$ cat src/rtl/ecc_sched_pkg.sv
// Shared types and default widths for the ECC engine scheduler.
// Widths here must match the burst-error ECC engine being shared.
package ecc_sched_pkg;

  localparam int DEF_DATA_WIDTH     = 8;
  localparam int DEF_CODEWORD_WIDTH = 16;
  localparam int DEF_CNT_WIDTH      = 16;

  typedef enum logic [1:0] {
    IDLE,
    ISSUE,
    CAPTURE,
    RESP
  } sched_state_t;

  typedef enum logic {
    OP_ENC,
    OP_DEC
  } op_t;

endpackage

$ cat src/rtl/ecc_rr_arbiter2.sv
// Two-way round-robin arbiter between the encode and decode requesters.
// The last winner is remembered only when the scheduler actually accepts a request.
module ecc_rr_arbiter2 import ecc_sched_pkg::*; (
  input  logic i_clk,
  input  logic i_rst,
  input  logic i_encValid,
  input  logic i_decValid,
  input  logic i_accept,
  output logic o_anyValid,
  output op_t  o_grant
);

  op_t r_lastGrant;

  // Starting from DEC lets encode win the first tie after reset.
  always_ff @(posedge i_clk) begin
    if (i_rst) begin
      r_lastGrant <= OP_DEC;
    end else if (i_accept) begin
      r_lastGrant <= o_grant;
    end
  end

  always_comb begin
    o_grant = OP_ENC;
    if (i_encValid && i_decValid) begin
      o_grant = (r_lastGrant == OP_ENC) ? OP_DEC : OP_ENC;
    end else if (i_decValid) begin
      o_grant = OP_DEC;
    end
  end

  assign o_anyValid = i_encValid | i_decValid;

endmodule

$ cat src/rtl/ecc_engine_scheduler.sv
// Shares one ECC engine between an encode and a decode requester, one op at a time.
// Optional decode-error counter enabled by defining ECC_SCHED_ERR_CNT_EN.
module ecc_engine_scheduler import ecc_sched_pkg::*; #(
  parameter int DATA_WIDTH     = DEF_DATA_WIDTH,
  parameter int CODEWORD_WIDTH = DEF_CODEWORD_WIDTH,
  parameter int CNT_WIDTH      = DEF_CNT_WIDTH
) (
  input  logic                      clk,
  input  logic                      rst,
  input  logic                      enc_req_valid,
  output logic                      enc_req_ready,
  input  logic [DATA_WIDTH-1:0]     enc_req_data,
  input  logic                      dec_req_valid,
  output logic                      dec_req_ready,
  input  logic [CODEWORD_WIDTH-1:0] dec_req_codeword,
  output logic                      enc_rsp_valid,
  input  logic                      enc_rsp_ready,
  output logic [CODEWORD_WIDTH-1:0] enc_rsp_codeword,
  output logic                      dec_rsp_valid,
  input  logic                      dec_rsp_ready,
  output logic [DATA_WIDTH-1:0]     dec_rsp_data,
  output logic                      dec_rsp_err,
`ifdef ECC_SCHED_ERR_CNT_EN
  input  logic                      err_count_clr,
  output logic [CNT_WIDTH-1:0]      err_count,
`endif
  output logic                      eng_encode_en,
  output logic                      eng_decode_en,
  output logic [DATA_WIDTH-1:0]     eng_data_in,
  output logic [CODEWORD_WIDTH-1:0] eng_codeword_in,
  input  logic [CODEWORD_WIDTH-1:0] eng_codeword_out,
  input  logic [DATA_WIDTH-1:0]     eng_data_out,
  input  logic                      eng_error_detected,
  input  logic                      eng_valid_out,
  output logic                      eng_fault
);

  sched_state_t r_state;
  sched_state_t w_nextState;
  op_t          r_op;
  op_t          w_grant;
  logic         w_anyValid;
  logic         w_accept;

  ecc_rr_arbiter2 u_arb (
    .i_clk      (clk),
    .i_rst      (rst),
    .i_encValid (enc_req_valid),
    .i_decValid (dec_req_valid),
    .i_accept   (w_accept),
    .o_anyValid (w_anyValid),
    .o_grant    (w_grant)
  );

  always_ff @(posedge clk) begin
    if (rst) begin
      r_state <= IDLE;
    end else begin
      r_state <= w_nextState;
    end
  end

  // Handshakes, strobes and response valids are all masked during reset so an
  // in-flight op can neither strobe the engine nor complete a response.
  always_comb begin
    w_nextState   = r_state;
    w_accept      = 1'b0;
    enc_req_ready = 1'b0;
    dec_req_ready = 1'b0;
    eng_encode_en = 1'b0;
    eng_decode_en = 1'b0;
    enc_rsp_valid = 1'b0;
    dec_rsp_valid = 1'b0;
    if (!rst) begin
      case (r_state)
        IDLE: begin
          if (w_anyValid) begin
            w_accept      = 1'b1;
            enc_req_ready = (w_grant == OP_ENC);
            dec_req_ready = (w_grant == OP_DEC);
            w_nextState   = ISSUE;
          end
        end
        ISSUE: begin
          eng_encode_en = (r_op == OP_ENC);
          eng_decode_en = (r_op == OP_DEC);
          w_nextState   = CAPTURE;
        end
        CAPTURE: w_nextState = RESP;
        RESP: begin
          enc_rsp_valid = (r_op == OP_ENC);
          dec_rsp_valid = (r_op == OP_DEC);
          if ((r_op == OP_ENC && enc_rsp_ready) || (r_op == OP_DEC && dec_rsp_ready)) begin
            w_nextState = IDLE;
          end
        end
        default: w_nextState = IDLE;
      endcase
    end
  end

  // Operands are sampled only on the accepting cycle; results only in CAPTURE.
  always_ff @(posedge clk) begin
    if (rst) begin
      r_op             <= OP_ENC;
      eng_data_in      <= '0;
      eng_codeword_in  <= '0;
      enc_rsp_codeword <= '0;
      dec_rsp_data     <= '0;
      dec_rsp_err      <= 1'b0;
      eng_fault        <= 1'b0;
    end else begin
      if (w_accept) begin
        r_op <= w_grant;
        if (w_grant == OP_ENC) begin
          eng_data_in <= enc_req_data;
        end else begin
          eng_codeword_in <= dec_req_codeword;
        end
      end
      if (r_state == CAPTURE) begin
        if (r_op == OP_ENC) begin
          enc_rsp_codeword <= eng_codeword_out;
          if (!eng_valid_out) begin
            eng_fault <= 1'b1;
          end
        end else begin
          dec_rsp_data <= eng_data_out;
          dec_rsp_err  <= eng_error_detected;
        end
      end
    end
  end

`ifdef ECC_SCHED_ERR_CNT_EN
  logic w_captureErr;

  assign w_captureErr = (r_state == CAPTURE) && (r_op == OP_DEC) && eng_error_detected;

  // Clear wins over saturation but still counts a coincident error.
  always_ff @(posedge clk) begin
    if (rst) begin
      err_count <= '0;
    end else if (err_count_clr) begin
      err_count <= w_captureErr ? CNT_WIDTH'(1) : '0;
    end else if (w_captureErr && (err_count != '1)) begin
      err_count <= err_count + CNT_WIDTH'(1);
    end
  end
`else
  logic [CNT_WIDTH-1:0] w_unusedCnt;
  assign w_unusedCnt = '0;
`endif

endmodule
$ cat config.mk
export PLATFORM = sky130hd
export DESIGN_NAME = ecc_engine_scheduler
export DESIGN_NICKNAME = d
export VERILOG_FILES = /design/src/rtl/ecc_sched_pkg.sv /design/src/rtl/ecc_rr_arbiter2.sv /design/src/rtl/ecc_engine_scheduler.sv
export SDC_FILE = /design/constraint.sdc
export NUM_CORES = 1
export LEC_CHECK = 0
export BUFFER_PORTS_ARGS = -buffer_cell sky130_fd_sc_hd__buf_2
export CAP_MARGIN = 5
export CORE_UTILIZATION = 45
export DETAILED_ROUTE_END_ITERATION = 10
export PLACE_DENSITY = 0.8
export SYNTH_ARGS = -nofsm -noshare
export SYNTH_HDL_FRONTEND = slang
export SYNTH_SLANG_ARGS = --single-unit
$ cat constraint.sdc
create_clock -name clk -period 1.98 [get_ports clk]
set_input_delay 0.594 -clock clk [delete_from_list [all_inputs] [get_ports clk]]
set_output_delay 0.594 -clock clk [all_outputs]
set_load 0.005 [all_outputs]
==> results.json <==
{
  "synthTopCellsByCount": "dfxtp_1, nand2_1, a21oi_1, nor2b_1, mux2_2",
  "ys_top_cells_by_area": "dfxtp_1, nand2_1, mux2_2",
  "fillCellCount": 422,
  "synth_top_family_by_area": "simple AND/OR/NAND/NOR gates",
  "clk_path_buf_depth": 2,
  "hold_buffers": 0,
  "synth_compound_area_frac": 0.0794,
  "ys_warn_count": 0,
  "maxSlewViolCount": 0,
  "track_usage": 0.191,
  "synthMuxAreaShare": 0.147,
  "dieWidth_microns": 72.0,
  "switchingPower_w": 0.000873,
  "synthSimpleGateAreaFrac": 0.215,
  "clockPowerShare": 0.215,
  "p_seq_frac": 0.475,
  "cp.buffers_inverters": 2,
  "hold_viol": 0,
  "syn_area_per_cell_sq_um": 9.77,
  "vias": 1923,
  "synth_top_area_frac": 0.490,
  "area_delta_synth_final_pct": 34.1,
  "cts_made_buffers": 5,
  "wl_per_cell_microns": 11.6,
  "worstPathArrival_ns": 1.32,
  "setup_viol": 0,
  "critical_path_class": "flop to output pin",
  "worst_pin_slew_ns": 0.630,
  "path_max_fanout": 4,
  "period_needed_ns": 1.91,
  "dr.pass1.iters": 6,
  "viasPerCell": 4.71,
  "grt_remaining_overflow": 0,
  "drive_above_1_share": 0.475,
  "post-dp-hpwl_microns": 3690,
  "first_global_vias": 1837,
  "cts-root-buf": "clkbuf_8",
  "synth_edf_count": 0,
  "crit_path_start": "r_state[1]",
  "synth.most_common_cell": "dfxtp_1",
  "async_flop_share": 0,
  "gp_congestion": 0.750,
  "synth_cells": 226,
  "cp_slowest_cell": "dfxtp_4",
  "swShare": 0.302,
  "syn_area_sq_mm": 0.00221,
  "crit_path_end_kind": "output pin",
  "max_stage_delay_ns": 0.37,
  "pwr-share-comb": 0.310,
  "routed_wirelength_microns": 4730,
  "yosysTopAreaCell": "dfxtp_1",
  "diodes": 0,
  "initial_core_util": 0.467,
  "p_leak_nw": 1.44,
  "clkLatencyLatePin_ns": 0.30,
  "num_rows": 25,
  "cts.clk_slew.worst_paths_ns": 0.09,
  "cts.sinks": 54,
  "ant_nets": 0,
  "design.die.area_sq_mm": 0.00519,
  "ys_seq_area_frac": 0.490,
  "outcome": "complete, no violations",
  "worstReg2RegStart": "r_state[1]",
  "ys_seq_elements": 54,
  "nets": 401,
  "grt_max_degree": 25,
  "synth_ff_type": "dfxtp_1",
  "grt_pass1_wl_microns": 7780,
  "portBuffers": 111,
  "worst_hold_slack_ns": 0.454,
  "rsz0062_at_grt": "false",
  "start_kind": "flop",
  "worstHoldStart": "enc_rsp_codeword[2]",
  "crit_required_ns": 1.39,
  "synth_cell_types": 28,
  "antenna_found_initial": 0,
  "maxSlewHeadroom": 0.580,
  "synth_adder_area_share": 0.0283,
  "drv_cap": 0,
  "cts_tree": "built",
  "drc_errors": 0,
  "ir_drop_v": 0.000533,
  "first_iter_violations": 82,
  "fp.dieH_microns": 72.0,
  "io_pins": 112,
  "cp_cell_sequence": "inv_4 -> ha_4 -> nand2_2 -> nor3b_4 -> buf_2",
  "p_int_w": 0.00202,
  "period_share": 0.967,
  "power_density_mw_per_mm2": 977,
  "setup_tns_ns": 0,
  "syn_nets": 287,
  "finClkSkew_ns": 0.00445,
  "worst_path_dominant_cell_family": "flip-flops",
  "fmax_mhz": 522,
  "synth_xor_area_frac": 0,
  "coreArea_sq_mm": 0.00472,
  "htree_levels": 2,
  "hp-class": "flop to flop"
}
[stage by stage]
step | cells | worst slack, ns | utilization | power, W | cell area (sq um)
6_report | 408 | 0.0650 | 0.627 | 0.00289 | 2960
3_5_place_dp | 399 | 0.114 | 0.600 | 0.00225 | 2840
3_3_place_gp | 399 | 0.125 | 0.600 | 0.00222 | 2840
2_1_floorplan | 226 | 0.0645 | - | 0.00193 | 2210
4_1_cts | 408 | 0.00826 | 0.625 | 0.00292 | 2950
5_1_grt | 408 | 0.000472 | 0.627 | 0.00309 | 2960
[power by group through the flow]
stage                     clock network [W]  logic, W  registers, W
after floorplan                           0  0.000546       0.00138
after global placement                    0  0.000849       0.00138
after detailed placement                  0  0.000869       0.00138
after CTS                          0.000648  0.000905       0.00136
after global routing               0.000694   0.00100       0.00140
final                              0.000621  0.000898       0.00137
[cells in the final DEF, fill, tap and decap left out]
master	synthesis	final
a2111o_1	1	1
a21oi_1	26	26
a32oi_1	1	1
and3_1	2	2
buf_2	8	111
buf_4	1	10
clkbuf_8	0	6
clkinv_2	0	1
clkinvlp_4	0	1
dfxtp_1	54	52
dfxtp_2	0	1
dfxtp_4	0	1
ha_1	5	4
ha_4	0	1
inv_1	3	1
inv_2	0	1
inv_4	0	1
mux2_2	15	15
mux2_4	9	9
mux2i_1	2	2
nand2_1	47	46
nand2_2	1	2
nand2b_1	1	1
nand3_1	9	9
nor2_1	2	2
nor2b_1	26	26
nor3_4	1	1
nor3b_1	3	3
nor3b_4	1	1
o211a_1	1	1
o211ai_1	1	1
o21a_1	1	1
[flip-flops by register name (all words and copies together) (netlist names)]
| register | flops |
|---|---|
| enc_rsp_codeword | 16 |
| eng_codeword_in | 16 |
| dec_rsp_data | 8 |
| eng_data_in | 8 |
| r_state | 2 |
| dec_rsp_err | 1 |
| eng_fault | 1 |
| r_op | 1 |
| u_arb.r_lastGrant | 1 |
[metal layers]
layer	track usage	share of wire	wire, microns
met1	0.214	0.43	2020
met2	0.342	0.48	2260
met3	0.0708	0.086	405
met4	0.0523	0.0085	40
met5	0	0	0
[worst paths after layout]
check                                      endpoint  depth (start not counted)  slack (ns)
worst max register to register   eng_codeword_in[9]                          7        0.28
worst max-delay path                  dec_req_ready                          5        0.07
worst min-delay path            enc_rsp_codeword[2]                          2        0.45
worst min register to register  enc_rsp_codeword[2]                          2        0.45
[what timing repair did]
item                                    CTS  global route
pin swaps                                 2             2
buffers inserted                          1             0
gates resized for setup                   4             5
endpoints found under the setup margin    2             4
[area by class of cell]
type                            instances  area (sq um)  area share
Tap cell                               67          83.8      0.0283
Timing Repair Buffer                  121           631       0.213
Sequential cell                        54          1090       0.367
Clock buffer                            6          82.6      0.0279
Inverter                                3          13.8     0.00465
Clock inverter                          2          12.5     0.00423
Multi-Input combinational cell        155          1050       0.355
[cells by family after synthesis]
| kind of cell | Yosys count |
|---|---|
| AND/OR/NAND/NOR | 93 |
| flip-flops | 54 |
| AO/OA/AOI/OAI | 31 |
| multiplexers | 26 |
| buffers and inverters | 17 |
| adder cells (fa/ha/maj) | 5 |
[tightest hold or removal path: stages (launching register included)]
cell and delay, ns:
dfxtp_1 0.32, nand2_1 0.05, a21oi_1 0.05
Power figures use the tool's default switching activity.
